$ cat src/rtl/cache_miss_engine_if.sv
// Cache-side miss/fill handshake plus the block memory request bus.
// The engine is the master; the cache controller and main memory sit on the slave side.
interface cache_miss_engine_if #(
   parameter int ADDR_WIDTH = 32,
   parameter int BLOCK_BITS = 256
);
   logic                  miss_valid;
   logic                  miss_ready;
   logic [ADDR_WIDTH-1:0] miss_addr;
   logic                  victim_dirty;
   logic [ADDR_WIDTH-1:0] victim_addr;
   logic [BLOCK_BITS-1:0] victim_data;
   logic                  fill_valid;
   logic                  fill_ready;
   logic [ADDR_WIDTH-1:0] fill_addr;
   logic [BLOCK_BITS-1:0] fill_data;
   logic                  mem_req;
   logic                  mem_rw;
   logic [ADDR_WIDTH-1:0] mem_addr;
   logic [BLOCK_BITS-1:0] mem_wdata;
   logic                  mem_ready;
   logic                  mem_resp;
   logic [BLOCK_BITS-1:0] mem_rdata;

   modport master (
      input  miss_valid, miss_addr, victim_dirty, victim_addr, victim_data,
      input  fill_ready, mem_ready, mem_resp, mem_rdata,
      output miss_ready, fill_valid, fill_addr, fill_data,
      output mem_req, mem_rw, mem_addr, mem_wdata
   );

   modport slave (
      output miss_valid, miss_addr, victim_dirty, victim_addr, victim_data,
      output fill_ready, mem_ready, mem_resp, mem_rdata,
      input  miss_ready, fill_valid, fill_addr, fill_data,
      input  mem_req, mem_rw, mem_addr, mem_wdata
   );
endinterface

$ cat src/rtl/cache_miss_engine.sv
// Single-miss engine: optional dirty-victim writeback, then block refill returned to the cache.
// A watchdog aborts any memory wait that exceeds TIMEOUT_CYCLES.
module cache_miss_engine #(
   parameter int ADDR_WIDTH     = 32,
   parameter int BLOCK_BITS     = 256,
   parameter int OFFSET_BITS    = 5,
   parameter int TIMEOUT_CYCLES = 64
) (
   input  logic                clk,
   input  logic                rst_n,
   cache_miss_engine_if.master bus,
   output logic                err,
   output logic [15:0]         refill_cnt,
   output logic [15:0]         wb_cnt
);
   localparam int WD_W = $clog2(TIMEOUT_CYCLES) + 1;
   localparam logic [ADDR_WIDTH-1:0] ALIGN_MASK =
      ~ADDR_WIDTH'((64'd1 << OFFSET_BITS) - 64'd1);

   typedef enum logic [2:0] {IDLE, WB_REQ, WB_WAIT, RF_REQ, RF_WAIT, FILL} state_e;

   state_e                state_q, state_d;
   logic [ADDR_WIDTH-1:0] miss_addr_q, miss_addr_d;
   logic                  mem_req_q, mem_req_d, mem_rw_q, mem_rw_d;
   logic [ADDR_WIDTH-1:0] mem_addr_q, mem_addr_d;
   logic [BLOCK_BITS-1:0] mem_wdata_q, mem_wdata_d;
   logic                  fill_valid_q, fill_valid_d;
   logic [ADDR_WIDTH-1:0] fill_addr_q, fill_addr_d;
   logic [BLOCK_BITS-1:0] fill_data_q, fill_data_d;
   logic                  err_q, err_d;
   logic [15:0]           refill_cnt_q, refill_cnt_d, wb_cnt_q, wb_cnt_d;
   logic [WD_W-1:0]       wd_q, wd_d;
   logic                  timeout;

   assign timeout        = (wd_q == WD_W'(TIMEOUT_CYCLES - 1));
   assign bus.miss_ready = (state_q == IDLE);

   always_ff @(posedge clk or negedge rst_n) begin
      if (!rst_n) state_q <= IDLE;
      else        state_q <= state_d;
   end

   always_comb begin
      state_d = state_q;
      unique case (state_q)
         IDLE:    if (bus.miss_valid) state_d = bus.victim_dirty ? WB_REQ : RF_REQ;
         WB_REQ:  if (bus.mem_ready) state_d = WB_WAIT;
         RF_REQ:  if (bus.mem_ready) state_d = RF_WAIT;
         // a response arriving on the timeout cycle still completes the phase
         WB_WAIT: if (bus.mem_resp) state_d = RF_REQ; else if (timeout) state_d = IDLE;
         RF_WAIT: if (bus.mem_resp) state_d = FILL;   else if (timeout) state_d = IDLE;
         FILL:    if (bus.fill_ready) state_d = IDLE;
         default: state_d = IDLE;
      endcase
   end

   always_comb begin
      miss_addr_d  = miss_addr_q;
      mem_req_d    = mem_req_q;
      mem_rw_d     = mem_rw_q;
      mem_addr_d   = mem_addr_q;
      mem_wdata_d  = mem_wdata_q;
      fill_valid_d = fill_valid_q;
      fill_addr_d  = fill_addr_q;
      fill_data_d  = fill_data_q;
      refill_cnt_d = refill_cnt_q;
      wb_cnt_d     = wb_cnt_q;
      err_d        = 1'b0;
      wd_d         = '0;
      unique case (state_q)
         IDLE: if (bus.miss_valid) begin
            miss_addr_d = bus.miss_addr & ALIGN_MASK;
            mem_req_d   = 1'b1;
            if (bus.victim_dirty) begin
               mem_rw_d    = 1'b1;
               mem_addr_d  = bus.victim_addr & ALIGN_MASK;
               mem_wdata_d = bus.victim_data;
            end else begin
               mem_rw_d   = 1'b0;
               mem_addr_d = bus.miss_addr & ALIGN_MASK;
            end
         end
         WB_REQ, RF_REQ: if (bus.mem_ready) mem_req_d = 1'b0;
         WB_WAIT: begin
            wd_d = wd_q + 1'b1;
            if (bus.mem_resp) begin
               if (wb_cnt_q != 16'hFFFF) wb_cnt_d = wb_cnt_q + 16'd1;
               mem_req_d  = 1'b1;
               mem_rw_d   = 1'b0;
               mem_addr_d = miss_addr_q;
            end else if (timeout) begin
               err_d = 1'b1;
            end
         end
         RF_WAIT: begin
            wd_d = wd_q + 1'b1;
            if (bus.mem_resp) begin
               if (refill_cnt_q != 16'hFFFF) refill_cnt_d = refill_cnt_q + 16'd1;
               fill_data_d  = bus.mem_rdata;
               fill_addr_d  = miss_addr_q;
               fill_valid_d = 1'b1;
            end else if (timeout) begin
               err_d = 1'b1;
            end
         end
         FILL: if (bus.fill_ready) fill_valid_d = 1'b0;
         default: ;
      endcase
   end

   always_ff @(posedge clk or negedge rst_n) begin
      if (!rst_n) begin
         miss_addr_q  <= '0;
         mem_req_q    <= 1'b0;
         mem_rw_q     <= 1'b0;
         mem_addr_q   <= '0;
         mem_wdata_q  <= '0;
         fill_valid_q <= 1'b0;
         fill_addr_q  <= '0;
         fill_data_q  <= '0;
         err_q        <= 1'b0;
         refill_cnt_q <= '0;
         wb_cnt_q     <= '0;
         wd_q         <= '0;
      end else begin
         miss_addr_q  <= miss_addr_d;
         mem_req_q    <= mem_req_d;
         mem_rw_q     <= mem_rw_d;
         mem_addr_q   <= mem_addr_d;
         mem_wdata_q  <= mem_wdata_d;
         fill_valid_q <= fill_valid_d;
         fill_addr_q  <= fill_addr_d;
         fill_data_q  <= fill_data_d;
         err_q        <= err_d;
         refill_cnt_q <= refill_cnt_d;
         wb_cnt_q     <= wb_cnt_d;
         wd_q         <= wd_d;
      end
   end

   assign bus.mem_req    = mem_req_q;
   assign bus.mem_rw     = mem_rw_q;
   assign bus.mem_addr   = mem_addr_q;
   assign bus.mem_wdata  = mem_wdata_q;
   assign bus.fill_valid = fill_valid_q;
   assign bus.fill_addr  = fill_addr_q;
   assign bus.fill_data  = fill_data_q;
   assign err            = err_q;
   assign refill_cnt     = refill_cnt_q;
   assign wb_cnt         = wb_cnt_q;
endmodule

$ cat src/flat_wrapper.sv
// flat-port wrapper written by rule: the top's interface ports become plain ports
module cache_miss_engine_flat 
#(
   parameter int ADDR_WIDTH     = 32,
   parameter int BLOCK_BITS     = 256,
   parameter int OFFSET_BITS    = 5,
   parameter int TIMEOUT_CYCLES = 64
)
  (clk, rst_n, err, refill_cnt, wb_cnt, bus_miss_valid, bus_miss_addr, bus_victim_dirty, bus_victim_addr, bus_victim_data, bus_fill_ready, bus_mem_ready, bus_mem_resp, bus_mem_rdata, bus_miss_ready, bus_fill_valid, bus_fill_addr, bus_fill_data, bus_mem_req, bus_mem_rw, bus_mem_addr, bus_mem_wdata);
  cache_miss_engine_if #(.ADDR_WIDTH(ADDR_WIDTH), .BLOCK_BITS(BLOCK_BITS)) bus_i ();
  input  logic clk;
  input  logic rst_n;
  output logic err;
  output logic [15:0] refill_cnt;
  output logic [15:0] wb_cnt;
  input wire logic [$bits(bus_i.miss_valid)-1:0] bus_miss_valid;
  input wire logic [$bits(bus_i.miss_addr)-1:0] bus_miss_addr;
  input wire logic [$bits(bus_i.victim_dirty)-1:0] bus_victim_dirty;
  input wire logic [$bits(bus_i.victim_addr)-1:0] bus_victim_addr;
  input wire logic [$bits(bus_i.victim_data)-1:0] bus_victim_data;
  input wire logic [$bits(bus_i.fill_ready)-1:0] bus_fill_ready;
  input wire logic [$bits(bus_i.mem_ready)-1:0] bus_mem_ready;
  input wire logic [$bits(bus_i.mem_resp)-1:0] bus_mem_resp;
  input wire logic [$bits(bus_i.mem_rdata)-1:0] bus_mem_rdata;
  output wire logic [$bits(bus_i.miss_ready)-1:0] bus_miss_ready;
  output wire logic [$bits(bus_i.fill_valid)-1:0] bus_fill_valid;
  output wire logic [$bits(bus_i.fill_addr)-1:0] bus_fill_addr;
  output wire logic [$bits(bus_i.fill_data)-1:0] bus_fill_data;
  output wire logic [$bits(bus_i.mem_req)-1:0] bus_mem_req;
  output wire logic [$bits(bus_i.mem_rw)-1:0] bus_mem_rw;
  output wire logic [$bits(bus_i.mem_addr)-1:0] bus_mem_addr;
  output wire logic [$bits(bus_i.mem_wdata)-1:0] bus_mem_wdata;
  assign bus_i.miss_valid = bus_miss_valid;
  assign bus_i.miss_addr = bus_miss_addr;
  assign bus_i.victim_dirty = bus_victim_dirty;
  assign bus_i.victim_addr = bus_victim_addr;
  assign bus_i.victim_data = bus_victim_data;
  assign bus_i.fill_ready = bus_fill_ready;
  assign bus_i.mem_ready = bus_mem_ready;
  assign bus_i.mem_resp = bus_mem_resp;
  assign bus_i.mem_rdata = bus_mem_rdata;
  assign bus_miss_ready = bus_i.miss_ready;
  assign bus_fill_valid = bus_i.fill_valid;
  assign bus_fill_addr = bus_i.fill_addr;
  assign bus_fill_data = bus_i.fill_data;
  assign bus_mem_req = bus_i.mem_req;
  assign bus_mem_rw = bus_i.mem_rw;
  assign bus_mem_addr = bus_i.mem_addr;
  assign bus_mem_wdata = bus_i.mem_wdata;
  cache_miss_engine #(.ADDR_WIDTH(ADDR_WIDTH), .BLOCK_BITS(BLOCK_BITS), .OFFSET_BITS(OFFSET_BITS), .TIMEOUT_CYCLES(TIMEOUT_CYCLES)) u_core (.clk(clk), .rst_n(rst_n), .bus(bus_i), .err(err), .refill_cnt(refill_cnt), .wb_cnt(wb_cnt));
endmodule
$ cat config.mk
export PLATFORM = sky130hd
export DESIGN_NAME = cache_miss_engine_flat
export DESIGN_NICKNAME = d
export VERILOG_FILES = /design/src/rtl/cache_miss_engine_if.sv /design/src/rtl/cache_miss_engine.sv /design/src/flat_wrapper.sv
export SDC_FILE = /design/constraint.sdc
export NUM_CORES = 1
export LEC_CHECK = 0
export BUFFER_PORTS_ARGS = -buffer_cell sky130_fd_sc_hd__buf_2
export CORE_AREA = 2 2 464 466
export CTS_CLUSTER_DIAMETER = 50
export DETAILED_ROUTE_END_ITERATION = 16
export DIE_AREA = 0 0 466 468
export PLACE_DENSITY = 0.42
export SLEW_MARGIN = 10
export SYNTH_ARGS = -nofsm -noshare
export SYNTH_HDL_FRONTEND = slang
export SYNTH_SLANG_ARGS = --single-unit
$ cat constraint.sdc
create_clock -name clk -period 1.72 [get_ports clk]
set_input_delay 0.258 -clock clk [delete_from_list [all_inputs] [get_ports clk]]
set_output_delay 0.258 -clock clk [all_outputs]
set_load 0.02 [all_outputs]
==> impl_metrics.yaml <==
layout:
  multiInputGateArea_um2: 10600
  drive_gt1_share_pct: 53.2
  layout_common_cells: "1042 x buf_2, 636 x nand2_1, 586 x dfrtp_1, 570 x dlygate4sd3_1, 210 x mux2_4"
  final_common_cell: "buf_2"
  syn_to_final_growth_pct: 98.1
  seqCellArea_um2: 16100
  final_util_pct: 23.9
  final_area_um2: 51100
  nNetsFinal: 4871
  n_fill_cell: 22800
timing:
  slew_violations: 0
  tightest_slew_ns: 0.906
  rsz0062_at_grt: "true"
  min_period_over_period_pct: 118
  finalHoldViolCount: 0
  fmax_mhz: 493
  skew_ns: 0.0571
  fin_tns_setup_ns: -88.64
  holdWs_ns: 0.0315
  setup_ws_ns: -0.308
  fin_crit_ns: 2.03
  worst_slew_margin_rel_pct: 39.4
  setup_viol: 600
global_route:
  use_met2_pct: 22.1
  grt_start_max_net_pins: 88
  use_met1_pct: 16.4
  grt_first_pass_wirelength_um: 206000
  antenna_found_initial: 56
  grt_remaining_overflow: 0
  top_usage_layer: "met2"
  use_met3_pct: 4.30
  grt_use_total_pct: 13.4
  grt_pass1_vias: 26200
clock_tree:
  numCtsBuffers: 106
  clkTransAtPathRegs_ns: 0.06
  clock-root-buffer: "clkbuf_16"
  cts_htree_levels: 3
  clockBufferDepth: 3
  tritoncts: "done"
  cts_sinks: 639
  clk_latency_ns: 0.75
synth:
  ys_async_sr_fraction_pct: 100
  yosysWarnings: 0
  syn_area_per_cell_um2: 11.7
  synth_flop_cell: "dfrtp_1"
  synthesis.area_um2: 25800
  ys_types: 50
  ys_seq_area_share_pct: 62.0
  ys_ff_latch: 639
  synthCells: 2207
  synth_edf_count: 0
job:
  cap_viol_max_count: 0
floorplanning:
  rows: 170
  core_area_um2: 213000
  die_area_um2: 218000
  die_h_um: 468
  io_pins: 1196
  initial_core_util_pct: 12.1
  die_w_um: 466
setup_path:
  crit_path_max_fanout: 27
  rrSetupSlack_ns: -0.31
  crit_arrival_ns: 2.64
  cp-start-kind: "register"
  worstSetupPathType: "reg -> reg"
  end_kind: "register"
  worst_ep_required_time_ns: 2.33
place:
  portBuffers: 1175
  place_hpwl_um: 120000
  gp_congestion: 0.895
  placed_area_um2: 36300
pwr:
  p_leak_nw: 26.2
  peakVddDrop_uv: 924
  p_total_w: 0.0902
  power_density_nw_per_um2: 1770
detailed_routing:
  wl_per_cell_um: 22.3
  drt_wl_total_um: 161000
  via_per_inst: 3.51
  postRouteAntennaNets: 0
  first_pass_iters: 5
  drt-initial-drc-count: 1273
  vias: 25400
  drcViolationCount: 0
status:
  failed_checks: "negative setup slack"
  status: "finished, violations left"
worst_hold_path:
  hp-class: "in -> reg"
-- repair_timing --
| item | CTS | global route |
|---|---|---|
| endpoints found under the hold margin | 1144 | 0 |
| hold buffers | 570 | 0 |
| cloned | 24 | 45 |
| buffers inserted | 95 | 34 |
| gates resized for setup | 408 | 463 |
| endpoints found under the setup margin | 607 | 651 |
| pin swaps | 27 | 195 |
-- sequential cells by signal (all words and copies together) (netlist names) --
register / cells
u_core.bus.fill_data: 256
u_core.bus.mem_wdata: 256
u_core.bus.fill_addr: 27
u_core.bus.mem_addr: 27
u_core.miss_addr_q: 27
u_core.refill_cnt: 16
u_core.wb_cnt: 16
u_core.wd_q: 7
u_core.state_q: 3
u_core.bus.fill_valid: 1
u_core.bus.mem_req: 1
u_core.bus.mem_rw: 1
u_core.err: 1
-- path summary, 6_finish.rpt --
check,from,end,depth (start not counted)
min in group asynchronous,rst_n,u_core.miss_addr_q[8]$_DFFE_PN0P_,3
min reg2reg,u_core.bus.fill_data[55]$_DFFE_PN0P_,u_core.bus.fill_data[55]$_DFFE_PN0P_,2
max reg2reg,u_core.state_q[1]$_DFFE_PN0P_,u_core.bus.mem_wdata[187]$_DFFE_PN0P_,7
min,bus_victim_addr[12],u_core.bus.mem_addr[12]$_DFFE_PN0P_,5
max in group asynchronous,rst_n,u_core.bus.fill_data[195]$_DFFE_PN0P_,3
max,u_core.state_q[1]$_DFFE_PN0P_,u_core.bus.mem_wdata[187]$_DFFE_PN0P_,7
-- critical path: stages, from the launching register on --
cell,delay [ns]
dfrtp_1,0.40
buf_4,0.16
nor4b_4,0.27
buf_4,0.19
nand2_8,0.13
buf_12,0.21
buf_12,0.21
mux2_4,0.31
-- cell families after synthesis --
logic type | synth area share [%]
other cells | 0.0145
compound gates | 1.67
buf+inv | 2.93
xor+xnor | 0.951
mux | 16.6
fa+ha+maj | 0.146
flops | 62.0
simple gates | 15.6
-- area by class of cell --
type                       count  area share (%)
timing repair buffer        2084            33.4
sequential                   639            31.4
multi-input combinational   1451            20.7
tap                         2838            6.95
clock buffer                 133            5.73
clock inverter                63            1.67
antenna                       22           0.108
inverter                       3          0.0221
-- report_power, final --
group	total [W]	switching (W)	internal, W
clock	0.0226	0.00862	0.0140
combinational	0.0400	0.0223	0.0177
sequential	0.0276	0.00556	0.0220
-- routing by layer --
layer,wire [um],part of all wire (%)
met1,66800,41
met2,77000,48
met3,12400,7.7
met4,5070,3.1
met5,129,0.080
-- stage by stage --
stage,cells,setup slack (ns)
floorplan,2216,-0.00423
global placement,6262,-0.155
detailed placement,6262,-0.154
CTS,7139,-0.332
global route,7226,-0.371
finish,7233,-0.308
-- cells in the mapped netlist, types with 2 or more instances --
library cell / number / area (um^2)
a21oi_1: 36 / 180
ha_1: 3 / 37.5
a211oi_1: 2 / 15.0
nor4_1: 4 / 25.0
nand4_1: 10 / 62.6
nor3_1: 11 / 55.1
or2_2: 2 / 12.5
nand3_1: 13 / 65.1
xnor2_1: 7 / 61.3
mux2_2: 61 / 687
buf_2: 37 / 185
nor2_1: 50 / 188
dfrtp_1: 639 / 16000
buf_6: 26 / 293
and4_1: 3 / 26.3
o21ai_0: 29 / 145
mux2i_1: 27 / 270
xor2_1: 21 / 184
nor3b_1: 2 / 15.0
nand2_1: 896 / 3360
and3_1: 5 / 31.3
nor2b_1: 2 / 12.5
a31oi_1: 2 / 12.5
buf_1: 7 / 26.3
buf_4: 11 / 82.6
nand2b_1: 5 / 31.3
o211ai_1: 2 / 15.0
nor4_2: 2 / 25.0
inv_1: 3 / 11.3
mux2_1: 29 / 327
mux2_4: 200 / 3000
clkbuf_1: 42 / 158
Power figures use the tool's default switching activity.
